### config.mk
export PLATFORM = sky130hd
export DESIGN_NAME = dual_issue_fetch_buffer
export DESIGN_NICKNAME = d
export VERILOG_FILES = /design/src/rtl/dual_issue_fetch_buffer_pkg.sv /design/src/rtl/dual_issue_fetch_buffer_rf.sv /design/src/rtl/dual_issue_fetch_buffer.sv
export SDC_FILE = /design/constraint.sdc
export NUM_CORES = 1
export LEC_CHECK = 0
export CAP_MARGIN = 0
export CORE_MARGIN = 1
export CORE_UTILIZATION = 45
export DETAILED_ROUTE_END_ITERATION = 8
export PLACE_DENSITY = 0.71
export SETUP_SLACK_MARGIN = 0.1
export SLEW_MARGIN = 20
export SYNTH_ARGS = -nofsm -noshare
export SYNTH_HDL_FRONTEND = slang
export SYNTH_SLANG_ARGS = --single-unit
export TNS_END_PERCENT = 20
### constraint.sdc
create_clock -name clk_i -period 6.4 [get_ports clk_i]
set_clock_uncertainty 0.05 [all_clocks]
set_input_delay 0.96 -clock clk_i [delete_from_list [all_inputs] [get_ports clk_i]]
set_output_delay 0.96 -clock clk_i [all_outputs]
set_load 0.01 [all_outputs]
### src/rtl/dual_issue_fetch_buffer_pkg.sv
// Shared types for the dual-issue fetch buffer: instruction word, fetch entry and dequeue count.
package dual_issue_fetch_buffer_pkg;

  localparam int pc_width_gp    = 22;
  localparam int instr_width_gp = 32;

  typedef logic [instr_width_gp-1:0] instruction_s;

  typedef enum logic [1:0] {
    DEQ_NONE = 2'd0,
    DEQ_ONE  = 2'd1,
    DEQ_TWO  = 2'd2
  } fetch_deq_e;

  typedef struct packed {
    instruction_s           instr;
    logic [pc_width_gp-1:0] pc;
  } fetch_entry_s;

  // Decode may ask for more than is issuable; only what is actually valid is retired.
  function automatic fetch_deq_e clamp_deq(input logic [1:0] req, input fetch_deq_e avail);
    return (req > avail) ? avail : fetch_deq_e'(req);
  endfunction

endpackage

### src/rtl/dual_issue_fetch_buffer_rf.sv
// Fetch-entry storage: one write port, two asynchronous read ports (slot0 and slot1).
// Contents are intentionally not reset; the top masks unused slots.
module dual_issue_fetch_buffer_rf
  import dual_issue_fetch_buffer_pkg::*;
#(
  parameter int els_p = 4,
  localparam int ptr_w = $clog2(els_p)
) (
  input  logic             clk_i,
  input  logic             w_v_i,
  input  logic [ptr_w-1:0] w_addr_i,
  input  fetch_entry_s     w_data_i,
  input  logic [ptr_w-1:0] r0_addr_i,
  input  logic [ptr_w-1:0] r1_addr_i,
  output fetch_entry_s     r0_data_o,
  output fetch_entry_s     r1_data_o
);

  fetch_entry_s mem_q [els_p];

  always_ff @(posedge clk_i) begin
    if (w_v_i) mem_q[w_addr_i] <= w_data_i;
  end

  assign r0_data_o = mem_q[r0_addr_i];
  assign r1_data_o = mem_q[r1_addr_i];

endmodule

### src/rtl/dual_issue_fetch_buffer.sv
// Instruction queue feeding dual-issue decode; presents the two oldest entries as an issue pair.
// Optional same-cycle empty-buffer bypass enabled by defining DUAL_ISSUE_FETCH_BUFFER_BYPASS_EN.
module dual_issue_fetch_buffer
  import dual_issue_fetch_buffer_pkg::*;
#(
  parameter int els_p      = 4,
  parameter int pc_width_p = 22
) (
  input  logic                       clk_i,
  input  logic                       reset_i,
  input  logic                       v_i,
  input  logic [31:0]                instr_i,
  input  logic [pc_width_p-1:0]      pc_i,
  output logic                       ready_o,
  input  logic                       flush_i,
  output logic [1:0]                 v_o,
  output logic [1:0][31:0]           instr_o,
  output logic [1:0][pc_width_p-1:0] pc_o,
  input  logic [1:0]                 deq_cnt_i
);

  localparam int ptr_w = $clog2(els_p);
  localparam int cnt_w = $clog2(els_p + 1);

  logic [ptr_w-1:0] rd_ptr_q, rd_ptr_d, wr_ptr_q, wr_ptr_d, rd_ptr_p1;
  logic [cnt_w-1:0] count_q, count_d;
  fetch_entry_s     w_data, r0_data, r1_data, slot0;
  logic             stored_v0, stored_v1, slot_v0, bypass, enq, byp_taken, we;
  fetch_deq_e       avail, deq_n;

  assign rd_ptr_p1   = rd_ptr_q + ptr_w'(1);
  assign w_data.instr = instr_i;
  assign w_data.pc    = pc_i;

  dual_issue_fetch_buffer_rf #(.els_p(els_p)) rf (
    .clk_i     (clk_i),
    .w_v_i     (we),
    .w_addr_i  (wr_ptr_q),
    .w_data_i  (w_data),
    .r0_addr_i (rd_ptr_q),
    .r1_addr_i (rd_ptr_p1),
    .r0_data_o (r0_data),
    .r1_data_o (r1_data)
  );

  assign ready_o   = (count_q != cnt_w'(els_p));
  assign stored_v0 = (count_q != '0);
  // A taken-branch target behind slot0 is not sequential, so it must issue alone.
  assign stored_v1 = (count_q >= cnt_w'(2)) && (r1_data.pc == r0_data.pc + pc_width_gp'(1));

`ifdef DUAL_ISSUE_FETCH_BUFFER_BYPASS_EN
  assign bypass = (count_q == '0) & v_i & ~flush_i;
`else
  assign bypass = 1'b0;
`endif

  assign slot_v0   = stored_v0 | bypass;
  assign slot0     = bypass ? w_data : r0_data;
  assign avail     = stored_v1 ? DEQ_TWO : (slot_v0 ? DEQ_ONE : DEQ_NONE);
  assign deq_n     = clamp_deq(deq_cnt_i, avail);
  assign enq       = v_i & ready_o;
  assign byp_taken = bypass & (deq_n != DEQ_NONE);

  always_comb begin
    rd_ptr_d = rd_ptr_q;
    wr_ptr_d = wr_ptr_q;
    count_d  = count_q;
    we       = 1'b0;
    if (flush_i) begin
      rd_ptr_d = '0;
      wr_ptr_d = '0;
      count_d  = '0;
    end else if (!byp_taken) begin
      we       = enq;
      wr_ptr_d = wr_ptr_q + ptr_w'(enq);
      rd_ptr_d = rd_ptr_q + ptr_w'(deq_n);
      count_d  = count_q + cnt_w'(enq) - cnt_w'(deq_n);
    end
  end

  always_ff @(posedge clk_i) begin
    if (reset_i) begin
      rd_ptr_q <= '0;
      wr_ptr_q <= '0;
      count_q  <= '0;
    end else begin
      rd_ptr_q <= rd_ptr_d;
      wr_ptr_q <= wr_ptr_d;
      count_q  <= count_d;
    end
  end

  always_comb begin
    v_o     = {stored_v1, slot_v0};
    instr_o = '0;
    pc_o    = '0;
    if (slot_v0) begin
      instr_o[0] = slot0.instr;
      pc_o[0]    = slot0.pc;
    end
    if (stored_v1) begin
      instr_o[1] = r1_data.instr;
      pc_o[1]    = r1_data.pc;
    end
  end

  assert property (@(posedge clk_i) disable iff (reset_i) deq_cnt_i <= avail);
  // A held fetch against a queue that decode is draining is ordinary back-pressure;
  // only a stalled full queue with v_i high loses an entry.
  assert property (@(posedge clk_i) disable iff (reset_i)
    !(v_i && !ready_o && deq_cnt_i == 2'd0 && !flush_i));

endmodule

==> results of run 1 <==
-- Yosys cell counts (all sizes together), types with 2 or more instances --
cell | instances | area share
nor3b | 38 | 0.033
o22a | 2 | 0.0015
inv | 26 | 0.0083
nor4 | 5 | 0.0027
clkbuf | 18 | 0.0058
a31oi | 2 | 0.0011
nand2b | 4 | 0.0021
o31a | 2 | 0.0015
o211ai | 3 | 0.0019
nand4 | 10 | 0.0066
buf | 30 | 0.018
mux2i | 11 | 0.0094
edfxtp | 216 | 0.55
a31o | 3 | 0.0022
nor2b | 4 | 0.0021
and4 | 4 | 0.0030
nor3 | 27 | 0.017
a2111oi | 3 | 0.0033
nor2 | 19 | 0.0061
o21ai | 6 | 0.0026
dfxtp | 7 | 0.012
o22ai | 2 | 0.0011
or3 | 4 | 0.0021
and3 | 7 | 0.0037
nand2 | 14 | 0.0045
and2 | 61 | 0.033
o2111ai | 3 | 0.0022
nand3 | 5 | 0.0021
a21oi | 12 | 0.0051
xor2 | 22 | 0.016
xnor2 | 10 | 0.0075
or2 | 2 | 0.0011
mux4 | 106 | 0.20
ha | 8 | 0.0085
mux2 | 4 | 0.0038
-- metal layers --
metal | up-vias | wire length [µm] | global-route usage
met1 | 3701 | 11400 | 0.271
met4 | 2 | 459 | 0.0467
met5 | - | 11 | 0
li1 | 3219 | - | -
met3 | 36 | 1670 | 0.0414
met2 | 215 | 13700 | 0.349
-- tightest hold or removal path, stage by stage, from the launching register on --
cell	delay, ns
sky130_fd_sc_hd__dfxtp_1	0.34
sky130_fd_sc_hd__xnor2_1	0.16
sky130_fd_sc_hd__nor3_1	0.04
-- stage by stage --
stage                util  std cells  area [µm²]
floorplan               -        716       11700
global placement    0.540       1180       13700
detailed placement  0.540       1180       13700
CTS                 0.571       1225       14500
global route        0.572       1226       14500
finish              0.572       1227       14500
-- power by group --
part,switching [W],internal [W]
combinational,0.000323,0.000335
sequential,0.0000263,0.00164
clock,0.000552,0.000795
total,0.000901,0.00277
-- cell usage in the layout (no fill, tap or decap), drive strengths merged, types with 6 or more instances in the layout --
master         instances
xnor2                 10
and3                   7
inv                   27
nor3b                 38
and2                  61
ha                     8
nand4                 10
clkbuf                31
xor2                  22
nor3                  27
clkdlybuf4s50        170
a21oi                 12
mux2i                 11
nand2                 14
clkinv                11
o21ai                  6
nor2                  19
dfxtp                  7
buf                   13
edfxtp               216
mux4                 106
-- state kept, by name, indices dropped and copies added, names as in the netlist --
register and cells:
count_q 3, rd_ptr_q 2, rf.mem_q 216, wr_ptr_q 2
-- final cells by class --
class / count / area share
antenna: 1 / 0.000172
clock buffer: 31 / 0.0446
clock inverter: 14 / 0.00801
inverter: 26 / 0.00672
multi-input combinational: 419 / 0.329
sequential: 223 / 0.457
tap: 330 / 0.0284
timing repair buffer: 183 / 0.126
-- worst min path at each step --
stage | startpoint | slack [ns] | depth (start not counted) | endpoint
5_1_grt | count_q[2]$_SDFF_PP0_ | 0.56 | 2 | count_q[2]$_SDFF_PP0_
3_5_place_dp | count_q[2]$_SDFF_PP0_ | 0.51 | 2 | count_q[2]$_SDFF_PP0_
6_report | count_q[2]$_SDFF_PP0_ | 0.53 | 2 | count_q[2]$_SDFF_PP0_
4_1_cts | count_q[2]$_SDFF_PP0_ | 0.52 | 2 | count_q[2]$_SDFF_PP0_
2_1_floorplan | count_q[2]$_SDFF_PP0_ | 0.49 | 2 | count_q[2]$_SDFF_PP0_
3_3_place_gp | count_q[2]$_SDFF_PP0_ | 0.52 | 2 | count_q[2]$_SDFF_PP0_
-- kinds of logic after synthesis --
group | after synthesis
fa+ha+maj | 9
buf+inv | 74
compound gates | 47
flops | 223
simple gates | 210
xor+xnor | 32
mux | 121
==> qor.log, run 1 <==
qor: run_status.run_status completed
qor: clock_tree.cts.hold.buffers_added 0
qor: clock_tree.worst_skew_pair.late_latency 0.51 ns
qor: setup_path.critical_path_required 5.39 ns
qor: min_path.timing.hold.worst.class reg -> reg
qor: setup_path.reg2reg_from rd_ptr_q[1]$_SDFF_PP0_
qor: logic_synthesis.synth-main-ff-cell sky130_fd_sc_hd__edfxtp_1
qor: routing.drc 0
qor: sta.totalNegativeSetupSlack 0 ns
qor: layout.layout.area.seq 6630 µm²
qor: routing.route.antenna.remaining_nets 0
qor: logic_synthesis.synth_fa_ha_area_frac 0.0102
qor: logic_synthesis.synth-seq-cells 223
qor: setup_path.critPathMostFrequentCell sky130_fd_sc_hd__xnor2_1
qor: routing.route.detailed.wl_per_inst 22.2 µm
qor: placed_design.detailedPlace.worstSlack 0.836 ns
qor: logic_synthesis.synth-async-reset-ratio 0
qor: die.die_area 26700 µm²
qor: logic_synthesis.number_of_distinct_library_cell_variants_in_the_gate_level_netlist_after_synthesis 61
qor: die.core.rowCount 58
qor: setup_path.crit_type reg -> out
qor: logic_synthesis.synthesis.yosys.warnings 0
qor: grt.grt_pass1_wl 41.5 mm
qor: setup_path.worst-r2r-setup-slack 1.14 ns
qor: grt.maximum_number_of_pins_on_one_net_before_global_route_repair 69
qor: logic_synthesis.synth_edf_count 216
qor: placed_design.gpl.final_weighted_congestion 0.836
qor: logic_synthesis.synth_compound_area_frac 0.0287
qor: logic_synthesis.fraction_of_the_mapped_netlist_area_in_simple_logic_gates 0.123
qor: grt.antenna_found_initial 1
qor: power_and_ir_drop.total_power 0.00367 W
qor: setup_path.cp_num_cells 10
qor: power_and_ir_drop.static-leakage-power 4.48 nW
qor: grt.first_global_vias 7360
qor: setup_path.worstPathBufferInverterCount 2
qor: die.core_area 25400 µm²
qor: logic_synthesis.post_synth_inst_count 716
qor: routing.viasPerCell 5.85
qor: routing.detail_route.wirelength 27.2 mm
qor: routing.num_vias 7173
qor: setup_path.setup.worst_path.end pc_o[24]
qor: die.start_util 0.462
qor: layout.design.final.nets 947
qor: logic_synthesis.synth-seq-area-share 0.565
qor: sta.transition_time_at_the_pin_with_the_least_slew_margin 0.924 ns
qor: clock_tree.numClockSinks 223
qor: clock_tree.clock_tree.buffer_depth 3
qor: setup_path.r2r.worst_path.cells 21
qor: sta.fmax 174 MHz
qor: clock_tree.root_buffer sky130_fd_sc_hd__clkbuf_16
qor: logic_synthesis.syn_avg_cell_area 16.4 µm²
qor: layout.area_used_by_multi_input_combinational_logic 4780 µm²
qor: setup_path.start_kind register
qor: logic_synthesis.yosys.area_share.xor_xnor 0.0239
qor: sta.final-setup-viol-count 0
qor: layout.fillCellCount 2035
qor: logic_synthesis.synth.mux.area_fraction 0.217
qor: sta.min_tclk_post_route 5.74 ns
qor: sta.report.final.hold_viol_count 0
qor: sta.grt_setup_unrepaired false
qor: die.die_height 163 µm
qor: die.fp.dieW 163 µm
qor: clock_tree.path_clk_slew 0.06 ns
qor: setup_path.chain_of_cells_forming_the_critical_path mux4_2 -> ha_1 -> xnor2_1 -> xnor2_1 -> nand3_1 -> nor4_1 -> o2111ai_4 -> buf_4 -> a2111oi_2 -> clkdlybuf4s50_1
qor: sta.final.period_utilization 0.897
qor: layout.syn_to_final_growth 23.8%
qor: clock_tree.cts-buffers-inserted 25
qor: setup_path.critPathArrivalTime 4.73 ns
qor: setup_path.critical-path-top-delay-family buffers and inverters
qor: clock_tree.cts_setup_buffers 0
qor: routing.first_pass_iters 5
qor: power_and_ir_drop.ir_worst_vdd 197 µV
qor: logic_synthesis.syn-cell-area 11700 µm²
qor: setup_path.cp-startpoint rd_ptr_q[1]$_SDFF_PP0_
qor: setup_path.timing.critical_path.slowest_stage_cell sky130_fd_sc_hd__dfxtp_4
qor: job.maxCapViolations 0
qor: sta.slew_headroom 0.384
qor: grt.aggregate_global_route_resource_usage 0.205
qor: setup_path.crit_path_max_incr_delay 0.72 ns
qor: clock_tree.clock_tree.htree_level_count 1
qor: setup_path.crit_fanout 55
qor: logic_synthesis.synthesis.nets 785
qor: routing.drt-initial-drc-count 522
qor: power_and_ir_drop.pwr_density_cell 253 nW/µm²
qor: clock_tree.clock_tree_from_tritoncts yes
qor: setup_path.worst_setup_ep_type output port
qor: setup_path.timing.rr.end count_q[2]$_SDFF_PP0_
qor: die.design.portCount 171
qor: placed_design.hpwlAfterDp 17.1 mm
qor: layout.post_route_cells_drive_above_1_share 0.229
qor: logic_synthesis.main_combinational_cell_family_by_area_after_synthesis multiplexers
qor: grt.grt_total_ovfl 0
qor: sta.slew_violations 0
qor: sta.hold-worst-slack 0.528 ns
qor: clock_tree.ctsResizeCount 0
qor: sta.setup_slack 0.661 ns
qor: placed_design.numPortBuffers 170
Note: power is estimated with default switching activity, not from simulation.
==> run 2, diff against run 1 <==
- ABC_CLOCK_PERIOD_IN_PS: not set -> 6400
- CORE_UTILIZATION: 45 -> 50
- PLACE_DENSITY: 0.71 -> 0.77
==> qor.log, run 2 (synthesized netlist as in run 1, its figures left out) <==
qor: run_status.run_status completed
qor: setup_path.crit_fanout 55
qor: sta.grt_setup_unrepaired false
qor: sta.setup_slack 0.550 ns
qor: setup_path.worst_setup_ep_type output port
qor: layout.biggest_registers_after_layout rf.mem_q x216, count_q x3
qor: die.core.rowCount 55
qor: power_and_ir_drop.ir_worst_vdd 203 µV
qor: clock_tree.ctsResizeCount 0
qor: placed_design.detailedPlace.worstSlack 0.984 ns
qor: power_and_ir_drop.pwr_density_cell 254 nW/µm²
qor: routing.first_pass_iters 5
qor: min_path.min_path_cells 2
qor: grt.maximum_number_of_pins_on_one_net_before_global_route_repair 68
qor: placed_design.hpwlAfterDp 17.3 mm
qor: sta.fmax 171 MHz
qor: sta.report.final.hold_viol_count 0
qor: job.maxCapViolations 0
qor: die.start_util 0.514
qor: sta.slew_headroom 0.342
qor: sta.final.period_utilization 0.914
qor: grt.antenna_found_initial 2
qor: sta.transition_time_at_the_pin_with_the_least_slew_margin 0.985 ns
qor: clock_tree.clock_tree.buffer_depth 3
qor: clock_tree.root_buffer sky130_fd_sc_hd__clkbuf_16
qor: routing.route.antenna.remaining_nets 0
qor: grt.first_global_vias 7506
qor: routing.num_vias 7353
qor: clock_tree.cts.hold.buffers_added 0
qor: die.core_area 22800 µm²
qor: setup_path.critical_path_required 5.39 ns
qor: setup_path.start_kind register
qor: placed_design.numPortBuffers 170
qor: layout.largest_reg_flops 216
qor: routing.drt-initial-drc-count 483
qor: setup_path.critPathArrivalTime 4.84 ns
qor: min_path.timing.hold.worst.class reg -> reg
qor: layout.syn_to_final_growth 23.5%
qor: routing.viasPerCell 6.10
qor: routing.route.detailed.wl_per_inst 22.1 µm
qor: clock_tree.clock_tree.htree_level_count 1
qor: routing.drc 0
qor: setup_path.r2r.worst_path.cells 21
qor: clock_tree.worst_skew_pair.late_latency 0.51 ns
qor: setup_path.crit_type reg -> out
qor: sta.final-setup-viol-count 0
qor: layout.design.final.nets 944
qor: clock_tree.clock_tree_from_tritoncts yes
qor: layout.post_route_cells_drive_above_1_share 0.225
qor: grt.aggregate_global_route_resource_usage 0.226
qor: grt.grt_total_ovfl 0
qor: clock_tree.path_clk_slew 0.06 ns
qor: sta.min_tclk_post_route 5.85 ns
qor: layout.max_flop_register rf.mem_q
qor: die.design.portCount 171
qor: layout.final_cell_mix sky130_fd_sc_hd__edfxtp_1 (216), sky130_fd_sc_hd__clkdlybuf4s50_1 (170), sky130_fd_sc_hd__mux4_2 (106)
qor: clock_tree.numClockSinks 223
qor: sta.hold-worst-slack 0.538 ns
qor: sta.slew_violations 0
qor: die.fp.dieW 155 µm
qor: clock_tree.cts-buffers-inserted 24
qor: grt.grt_pass1_wl 41.4 mm
qor: layout.layout_commonest_cell sky130_fd_sc_hd__edfxtp_1
qor: power_and_ir_drop.static-leakage-power 4.46 nW
qor: sta.totalNegativeSetupSlack 0 ns
qor: die.die_height 155 µm
qor: routing.detail_route.wirelength 26.7 mm
qor: clock_tree.cts_setup_buffers 0
qor: placed_design.gpl.final_weighted_congestion 0.868
qor: die.die_area 24100 µm²
==> run 2: final timing paths <==
check	end	startpoint	slack, ns
min	count_q[2]$_SDFF_PP0_	count_q[2]$_SDFF_PP0_	0.54
min reg2reg	count_q[2]$_SDFF_PP0_	count_q[2]$_SDFF_PP0_	0.54
max reg2reg	count_q[2]$_SDFF_PP0_	rd_ptr_q[1]$_SDFF_PP0_	0.92
max	instr_o[38]	rd_ptr_q[1]$_SDFF_PP0_	0.55
==> run 2: area by class of cell <==
| type | count | area, µm² |
|---|---|---|
| Clock inverter | 8 | 110 |
| Clock buffer | 33 | 666 |
| Tap cell | 313 | 392 |
| Sequential cell | 223 | 6630 |
| Timing Repair Buffer | 181 | 1800 |
| Inverter | 26 | 97.6 |
| Antenna cell | 3 | 7.51 |
| Multi-Input combinational cell | 419 | 4780 |
| Fill cell | 1688 | 8360 |
==> run 2: metrics by stage <==
step	power (W)	instance area, µm²	util	instances
after global placement	0.00235	13700	0.600	1162
after CTS	0.00372	14500	0.634	1203
final	0.00369	14500	0.634	1206
after detailed placement	0.00235	13700	0.600	1162
after floorplan	0.00207	11700	-	716
after global routing	0.00383	14500	0.634	1203
==> run 2: critical path: stages (launching register included) <==
cell                              delay, ns
sky130_fd_sc_hd__dfxtp_4               0.76
sky130_fd_sc_hd__mux4_2                0.44
sky130_fd_sc_hd__ha_1                  0.28
sky130_fd_sc_hd__nand4_1               0.29
sky130_fd_sc_hd__o31ai_1               0.49
sky130_fd_sc_hd__o21ai_0               0.17
sky130_fd_sc_hd__nor4_1                0.38
sky130_fd_sc_hd__o2111ai_4             0.17
sky130_fd_sc_hd__buf_4                 0.44
sky130_fd_sc_hd__nor3b_1               0.33
sky130_fd_sc_hd__clkdlybuf4s50_1       0.58
==> run 2: power breakdown <==
| part | internal, W | switching, W |
|---|---|---|
| clock network | 0.000840 | 0.000521 |
| logic | 0.000334 | 0.000318 |
| registers | 0.00164 | 0.0000313 |
| total | 0.00282 | 0.000871 |
==> run 2: routing by layer <==
layer  wire, µm  part of all wire  global-route usage
met4        573             0.021              0.0644
met3       2160             0.081              0.0462
met1      10900              0.41               0.301
met2      13100              0.49               0.378
met5          0                 0                   0
